### config.mk
export PLATFORM = sky130hd
export DESIGN_NAME = mux_scan_ctrl_flat
export DESIGN_NICKNAME = d
export VERILOG_FILES = /design/src/rtl/mux_scan_ctrl_pkg.sv /design/src/rtl/mux_scan_ctrl_if.sv /design/src/rtl/mux_scan_dwell_cnt.sv /design/src/rtl/mux_scan_ctrl.sv /design/src/flat_wrapper.sv
export SDC_FILE = /design/constraint.sdc
export NUM_CORES = 1
export LEC_CHECK = 0
export ABC_AREA = 0
export CAP_MARGIN = 30
export CORE_AREA = 5 5 70 56
export CTS_CLUSTER_SIZE = 30
export DETAILED_ROUTE_END_ITERATION = 16
export DIE_AREA = 0 0 75 61
export PLACE_DENSITY_LB_ADDON = 0.3
export SYNTH_ARGS = -nofsm -noshare
export SYNTH_HDL_FRONTEND = slang
export SYNTH_SLANG_ARGS = --single-unit
### constraint.sdc
create_clock -name clk -period 1.8 [get_ports clk]
set_input_delay 0.18 -clock clk [delete_from_list [all_inputs] [get_ports clk]]
set_output_delay 0.18 -clock clk [all_outputs]
set_load 0.03 [all_outputs]
### src/rtl/mux_scan_ctrl_pkg.sv
// Shared definitions for the mux scan controller: state encodings, channel count, select width.
// Imported by the RTL and by the testbench.
package mux_scan_ctrl_pkg;

    localparam int NUM_CH = 4;
    localparam int SEL_W  = 2;

    typedef enum logic [1:0] {
        ST_IDLE    = 2'd0,
        ST_SETTLE  = 2'd1,
        ST_CAPTURE = 2'd2
    } scan_state_e;

    // True when the select points at the highest-numbered channel of a sweep.
    function automatic logic is_last_ch(input logic [SEL_W-1:0] sel);
        return (sel == SEL_W'(NUM_CH - 1));
    endfunction

    // Even parity over a snapshot word, available to consumers guarding the snapshot bus.
    function automatic logic snap_parity(input logic [63:0] word);
        return ^word;
    endfunction

endpackage

### src/rtl/mux_scan_ctrl_if.sv
// Handshake / mux-facing bundle of the scan controller.
// master = controller side, slave = mux + downstream consumer side.
interface mux_scan_ctrl_if #(
    parameter int WIDTH = 2
);
    import mux_scan_ctrl_pkg::*;

    logic                      start;
    logic                      cont;
    logic                      stop;
    logic [WIDTH-1:0]          y_in;
    logic [SEL_W-1:0]          mux_sel;
    logic                      mux_en;
    logic [NUM_CH*WIDTH-1:0]   scan_data;
    logic                      scan_valid;
    logic                      busy;
    logic                      done;
    logic                      chg;

    modport master (
        input  start, cont, stop, y_in,
        output mux_sel, mux_en, scan_data, scan_valid, busy, done, chg
    );

    modport slave (
        output start, cont, stop, y_in,
        input  mux_sel, mux_en, scan_data, scan_valid, busy, done, chg
    );

endinterface

### src/rtl/mux_scan_dwell_cnt.sv
// Loadable dwell counter with a terminal-count flag raised when the count equals TERM.
module mux_scan_dwell_cnt #(
    parameter int CNT_W = 8,
    parameter int TERM  = 1
) (
    input  logic             clk,
    input  logic             rst,
    input  logic             load,
    input  logic [CNT_W-1:0] load_val,
    input  logic             inc,
    output logic             tc
);

    logic [CNT_W-1:0] cnt_r;

    // Count register: load wins over increment, otherwise hold.
    always_ff @(posedge clk) begin
        if (rst) begin
            cnt_r <= '0;
        end else if (load) begin
            cnt_r <= load_val;
        end else if (inc) begin
            cnt_r <= cnt_r + CNT_W'(1);
        end else begin
            cnt_r <= cnt_r;
        end
    end

    assign tc = (cnt_r == CNT_W'(TERM));

endmodule

### src/rtl/mux_scan_ctrl.sv
// Round-robin sequencer for a 4:1 channel mux: settles DWELL cycles per channel, captures Y into a snapshot.
// Optional macro MUX_SCAN_CHG_EN builds the snapshot-changed flag; otherwise chg is tied low.
module mux_scan_ctrl
    import mux_scan_ctrl_pkg::*;
#(
    parameter int WIDTH = 2,
    parameter int DWELL = 2,
    parameter int CNT_W = 8
) (
    input  logic                   clk,
    input  logic                   rst,
    mux_scan_ctrl_if.master        bus
);

    localparam int SNAP_W = NUM_CH * WIDTH;

    generate
        if ((DWELL < 1) || (DWELL >= (1 << CNT_W))) begin : g_bad_dwell
            $error("mux_scan_ctrl: DWELL must be in 1 .. 2**CNT_W-1");
        end
    endgenerate

    scan_state_e       state_r, state_s;
    logic [SEL_W-1:0]  sel_r, sel_s;
    logic              en_r, en_s;
    logic              busy_r, busy_s;
    logic              done_r, done_s;
    logic              valid_r, valid_s;
    logic              cont_r, cont_s;
    logic [SNAP_W-1:0] shadow_r, shadow_s;
    logic [SNAP_W-1:0] data_r, data_s;
    logic [SNAP_W-1:0] snap_s;
    logic              cnt_load_s;
    logic              cnt_inc_s;
    logic              cnt_tc_s;

    mux_scan_dwell_cnt #(
        .CNT_W (CNT_W),
        .TERM  (DWELL - 1)
    ) u_dwell_cnt (
        .clk      (clk),
        .rst      (rst),
        .load     (cnt_load_s),
        .load_val ({CNT_W{1'b0}}),
        .inc      (cnt_inc_s),
        .tc       (cnt_tc_s)
    );

    // Completed snapshot: collected slots plus the last channel sampled straight from Y.
    always_comb begin
        snap_s = shadow_r;
        snap_s[(NUM_CH-1)*WIDTH +: WIDTH] = bus.y_in;
    end

    // Next-state and next-output logic of the scan FSM.
    always_comb begin
        state_s    = state_r;
        sel_s      = sel_r;
        en_s       = en_r;
        busy_s     = busy_r;
        done_s     = 1'b0;
        valid_s    = valid_r;
        cont_s     = cont_r;
        shadow_s   = shadow_r;
        data_s     = data_r;
        cnt_load_s = 1'b1;
        cnt_inc_s  = 1'b0;

        case (state_r)
            ST_IDLE: begin
                if (bus.start && !bus.stop) begin
                    state_s  = ST_SETTLE;
                    sel_s    = '0;
                    en_s     = 1'b1;
                    busy_s   = 1'b1;
                    cont_s   = bus.cont;
                    shadow_s = '0;
                end else begin
                    state_s  = ST_IDLE;
                end
            end

            ST_SETTLE: begin
                if (bus.stop) begin
                    state_s  = ST_IDLE;
                    sel_s    = '0;
                    en_s     = 1'b0;
                    busy_s   = 1'b0;
                    shadow_s = '0;
                end else if (cnt_tc_s) begin
                    state_s  = ST_CAPTURE;
                end else begin
                    cnt_load_s = 1'b0;
                    cnt_inc_s  = 1'b1;
                end
            end

            ST_CAPTURE: begin
                // A stop here beats the final capture: the sweep never completes.
                if (bus.stop) begin
                    state_s  = ST_IDLE;
                    sel_s    = '0;
                    en_s     = 1'b0;
                    busy_s   = 1'b0;
                    shadow_s = '0;
                end else if (!is_last_ch(sel_r)) begin
                    for (int k = 0; k < NUM_CH; k++) begin
                        shadow_s[k*WIDTH +: WIDTH] = (sel_r == SEL_W'(k)) ? bus.y_in
                                                                          : shadow_r[k*WIDTH +: WIDTH];
                    end
                    sel_s   = sel_r + SEL_W'(1);
                    state_s = ST_SETTLE;
                end else begin
                    data_s   = snap_s;
                    valid_s  = 1'b1;
                    done_s   = 1'b1;
                    shadow_s = '0;
                    sel_s    = '0;
                    if (cont_r) begin
                        state_s = ST_SETTLE;
                    end else begin
                        state_s = ST_IDLE;
                        en_s    = 1'b0;
                        busy_s  = 1'b0;
                    end
                end
            end

            default: begin
                state_s  = ST_IDLE;
                sel_s    = '0;
                en_s     = 1'b0;
                busy_s   = 1'b0;
                shadow_s = '0;
            end
        endcase
    end

    // State and output registers.
    always_ff @(posedge clk) begin
        if (rst) begin
            state_r  <= ST_IDLE;
            sel_r    <= '0;
            en_r     <= 1'b0;
            busy_r   <= 1'b0;
            done_r   <= 1'b0;
            valid_r  <= 1'b0;
            cont_r   <= 1'b0;
            shadow_r <= '0;
            data_r   <= '0;
        end else begin
            state_r  <= state_s;
            sel_r    <= sel_s;
            en_r     <= en_s;
            busy_r   <= busy_s;
            done_r   <= done_s;
            valid_r  <= valid_s;
            cont_r   <= cont_s;
            shadow_r <= shadow_s;
            data_r   <= data_s;
        end
    end

`ifdef MUX_SCAN_CHG_EN
    logic chg_r, chg_s;

    // The outgoing scan_data is the previous snapshot, so no extra history register is needed.
    always_comb begin
        chg_s = done_s && (snap_s != data_r);
    end

    // Change flag register, aligned with done.
    always_ff @(posedge clk) begin
        if (rst) begin
            chg_r <= 1'b0;
        end else begin
            chg_r <= chg_s;
        end
    end

    assign bus.chg = chg_r;
`else
    assign bus.chg = 1'b0;
`endif

    assign bus.mux_sel    = sel_r;
    assign bus.mux_en     = en_r;
    assign bus.scan_data  = data_r;
    assign bus.scan_valid = valid_r;
    assign bus.busy       = busy_r;
    assign bus.done       = done_r;

endmodule

### src/flat_wrapper.sv
// flat-port wrapper written by rule: the top's interface ports become plain ports
module mux_scan_ctrl_flat import mux_scan_ctrl_pkg::*;
#(
    parameter int WIDTH = 2,
    parameter int DWELL = 2,
    parameter int CNT_W = 8
)
  (clk, rst, bus_start, bus_cont, bus_stop, bus_y_in, bus_mux_sel, bus_mux_en, bus_scan_data, bus_scan_valid, bus_busy, bus_done, bus_chg);
  mux_scan_ctrl_if #(.WIDTH(WIDTH)) bus_i ();
  input  logic clk;
  input  logic rst;
  input wire logic [$bits(bus_i.start)-1:0] bus_start;
  input wire logic [$bits(bus_i.cont)-1:0] bus_cont;
  input wire logic [$bits(bus_i.stop)-1:0] bus_stop;
  input wire logic [$bits(bus_i.y_in)-1:0] bus_y_in;
  output wire logic [$bits(bus_i.mux_sel)-1:0] bus_mux_sel;
  output wire logic [$bits(bus_i.mux_en)-1:0] bus_mux_en;
  output wire logic [$bits(bus_i.scan_data)-1:0] bus_scan_data;
  output wire logic [$bits(bus_i.scan_valid)-1:0] bus_scan_valid;
  output wire logic [$bits(bus_i.busy)-1:0] bus_busy;
  output wire logic [$bits(bus_i.done)-1:0] bus_done;
  output wire logic [$bits(bus_i.chg)-1:0] bus_chg;
  assign bus_i.start = bus_start;
  assign bus_i.cont = bus_cont;
  assign bus_i.stop = bus_stop;
  assign bus_i.y_in = bus_y_in;
  assign bus_mux_sel = bus_i.mux_sel;
  assign bus_mux_en = bus_i.mux_en;
  assign bus_scan_data = bus_i.scan_data;
  assign bus_scan_valid = bus_i.scan_valid;
  assign bus_busy = bus_i.busy;
  assign bus_done = bus_i.done;
  assign bus_chg = bus_i.chg;
  mux_scan_ctrl #(.WIDTH(WIDTH), .DWELL(DWELL), .CNT_W(CNT_W)) u_core (.clk(clk), .rst(rst), .bus(bus_i));
endmodule
==> out/qor.txt <==
Htree depth -> 2
Largest net degree at the start of global routing -> 28
Die X -> 75 µm
# Max-Cap Violations -> 0
Switching pwr -> 0.310 mW
Crit path max fanout -> 5
DRC -> 0
Layout cells sized above 1 -> 9.44%
Clk slew on worst S/H paths -> 0.06 ns
Die Area -> 0.00458 mm²
Initial Utilization -> 43.3%
Async S/R FF share, synth -> 0%
# nets final -> 191
Proportion of synthesized chip area in sequential cells -> 43.6%
Footprint of the multi-input gates -> 691 µm²
Synth Area in Simple Gates -> 27.8%
Sequential Power Share -> 41.9%
Crit-path cells -> inv_1 > ha_1 > nor4b_1 > a221o_1 > mux2i_1
Post-CTS sizing -> 0
Port bufs -> 20
Fin. Hold Viols -> 0
Total track usage -> 14.4%
Syn_nets -> 170
Switching share of power -> 19.2%
Routed wire length -> 2780 µm
Number of flops mapped to enable cells by yosys -> 0
Logic pwr share -> 6.4%
Worst-Skew Late Latency -> 0.28 ns
Critical path's largest stage delay -> 0.43 ns
Peak Freq -> 614 MHz
Top FF cell, synth -> dfxtp_1
Avg Vias per Cell -> 5.11
CTS tree -> yes
Post-layout min period -> 1.63 ns
Detailed-router iteration count before antenna repair -> 4
Cells after DPL -> 212
Synth Area in XOR/XNOR -> 1.91%
Clk buf depth -> 2
CTS Buf Count -> 5
Pleak -> 0.613 nW
Avg WL per Cell -> 12.6 µm
Final setup fails -> 0
Synth Area in Adders -> 4.55%
I/O pins -> 22
Seq cells post-synth -> 30
Hold WC Path Type -> flop to flop
First-pass GRT wire length -> 4830 µm
Clock share of power -> 51.7%
RSZ-0062 raised after global routing -> no
Clock sinks -> 30
CTS Root Cell -> clkbuf_8
Avg Cell Area, Syn -> 8.71 µm²
WP buf/inv -> 1
GP Congestion -> 0.899
Number of fill cells -> 294
Mapped Cells -> 158
Final period util -> 90.5%
Antenna Nets Post-Route -> 0
Maximum VDD drop -> 0.514 mV
Crit Path Category -> flop to flop
Largest family of logic cells by synthesized area -> simple AND/OR/NAND/NOR gates
Non-Filler Instances -> 220
Initial antenna violation count -> 0
CP arrival -> 1.84 ns
Worst path top cell family by delay -> flip-flops
Ant diodes -> 0
Complex-gate fraction of the synthesized area -> 14.2%
Post-synthesis mux area share -> 1.45%
CP required -> 2.01 ns
Synthesized area -> 0.00138 mm²
Hpwl dp -> 2050 µm
Ys Warns -> 0
Netlist cell types -> 38
Core footprint -> 0.00318 mm²
Clock skew -> 0.00646 ns
Vias -> 1,124
Area growth from synthesis to layout -> 27.3%
Vias in the first global route -> 1,099
Status -> finished clean
CP Capture Type -> flop
DR iter-0 viols -> 50
CTS hold repair buffers -> 0
Post-CTS setup repair buffer count -> 0
Cell-internal power -> 1.31 mW
Gr ovfl total -> 0
Slew Limit Fails -> 0
Slowest CP cell -> dfxtp_1
Setup crit start kind -> flop
Pwr per Cell Area -> 925 mW/mm²
Core Rows -> 18
Total negative slack -> 0 ns
Die extent in y -> 61 µm
FF+latch area -> 601 µm²
-- registers in the layout (all words and copies together) (netlist names) --
signal,count
u_core.bus.scan_data,8
u_core.u_dwell_cnt.cnt_r,8
u_core.shadow_r,6
u_core.bus.mux_sel,2
u_core.state_r,2
u_core.bus.done,1
u_core.bus.mux_en,1
u_core.bus.scan_valid,1
u_core.cont_r,1
-- area by class of cell --
cell class              count  area share (%)
clock buffers               6            4.71
clock inverters             2            3.43
inverters                   8            1.71
multi-input cells         109            39.4
flip-flops and latches     30            34.3
well taps                  40            2.86
repair buffers             25            13.6
-- power by group through the flow --
stage	clock, mW	sequential (mW)	combinational, mW
floorplan	0	0.697	0.0651
global placement	0	0.693	0.101
detailed placement	0	0.693	0.103
CTS	0.856	0.678	0.104
global route	0.888	0.679	0.113
finish	0.838	0.679	0.103
-- worst min-delay path, cell delays in order, from the launching register on --
cell,delay [ns]
dfxtp_1,0.31
nand2_1,0.05
a21oi_1,0.05
-- logic make-up after synthesis --
group	Yosys count
XOR/XNOR	3
AO/OA/AOI/OAI	33
AND/OR/NAND/NOR	65
multiplexers	2
other	1
buffers and inverters	19
flip-flops	30
adder cells (fa/ha/maj)	5
-- cell usage after synthesis, types with 2 or more instances --
library cell / number / area (µm²)
a21oi_1: 15 / 75.1
a22oi_1: 2 / 15.0
and2_1: 2 / 12.5
buf_2: 5 / 25.0
buf_4: 2 / 15.0
clkbuf_1: 4 / 15.0
dfxtp_1: 30 / 601
ha_1: 5 / 62.6
inv_1: 8 / 30.0
mux2i_1: 2 / 20.0
nand2_1: 18 / 67.6
nand2b_1: 7 / 43.8
nand3_1: 5 / 25.0
nand3b_1: 2 / 15.0
nand4b_1: 4 / 35.0
nor2_1: 12 / 45.0
nor4b_1: 2 / 17.5
o21ai_0: 5 / 25.0
o21ai_1: 4 / 20.0
or3_1: 4 / 25.0
or3b_1: 2 / 17.5
xor2_1: 2 / 17.5
-- through the flow --
step                util, %  hold slack (ns)  total power, mW  cell area [µm²]  setup WS [ns]
global placement       50.7            0.442            0.794             1610          0.119
floorplan                 -            0.316            0.762             1380          0.201
CTS                    55.2            0.460             1.64             1750          0.183
finish                 55.2            0.458             1.62             1750          0.171
detailed placement     50.7            0.450            0.797             1610         0.0885
global route           55.2            0.479             1.68             1750         0.0166
-- per-layer routing --
layer  vias to the layer above  global-route usage (%)  wire, µm
li1                        579                       -         -
met1                       515                    18.7      1370
met2                        25                    21.6      1200
met3                         5                    4.80       167
met4                         0                    6.85        41
met5                         -                       0         0
-- worst paths after layout --
path,startpoint,endpoint,slack (ns),cells past startpoint
max,u_core.bus.mux_sel[0],u_core.shadow_r[0],0.17,5
min,u_core.shadow_r[2],u_core.bus.scan_data[2],0.46,2
max reg2reg,u_core.bus.mux_sel[0],u_core.shadow_r[0],0.17,5
min reg2reg,u_core.shadow_r[2],u_core.bus.scan_data[2],0.46,2
-- cells in the final DEF, fill, tap and decap left out, types with 2 or more instances in the layout --
cell / Yosys / final
buf_4: 2 / 5
nand3_1: 5 / 5
inv_1: 8 / 8
nor2_1: 12 / 12
or3_1: 4 / 4
mux2i_1: 2 / 2
xor2_1: 2 / 2
o21ai_0: 5 / 5
o21ai_1: 4 / 4
clkdlybuf4s50_1: 0 / 20
or3b_1: 2 / 2
nand3b_1: 2 / 2
dfxtp_1: 30 / 30
a22oi_1: 2 / 2
a21oi_1: 15 / 15
nor4b_1: 2 / 2
bufinv_16: 0 / 2
nand2b_1: 7 / 7
ha_1: 5 / 5
clkbuf_8: 0 / 6
and2_1: 2 / 2
nand2_1: 18 / 18
nand4b_1: 4 / 4
Note: power is estimated with default switching activity, not from simulation.
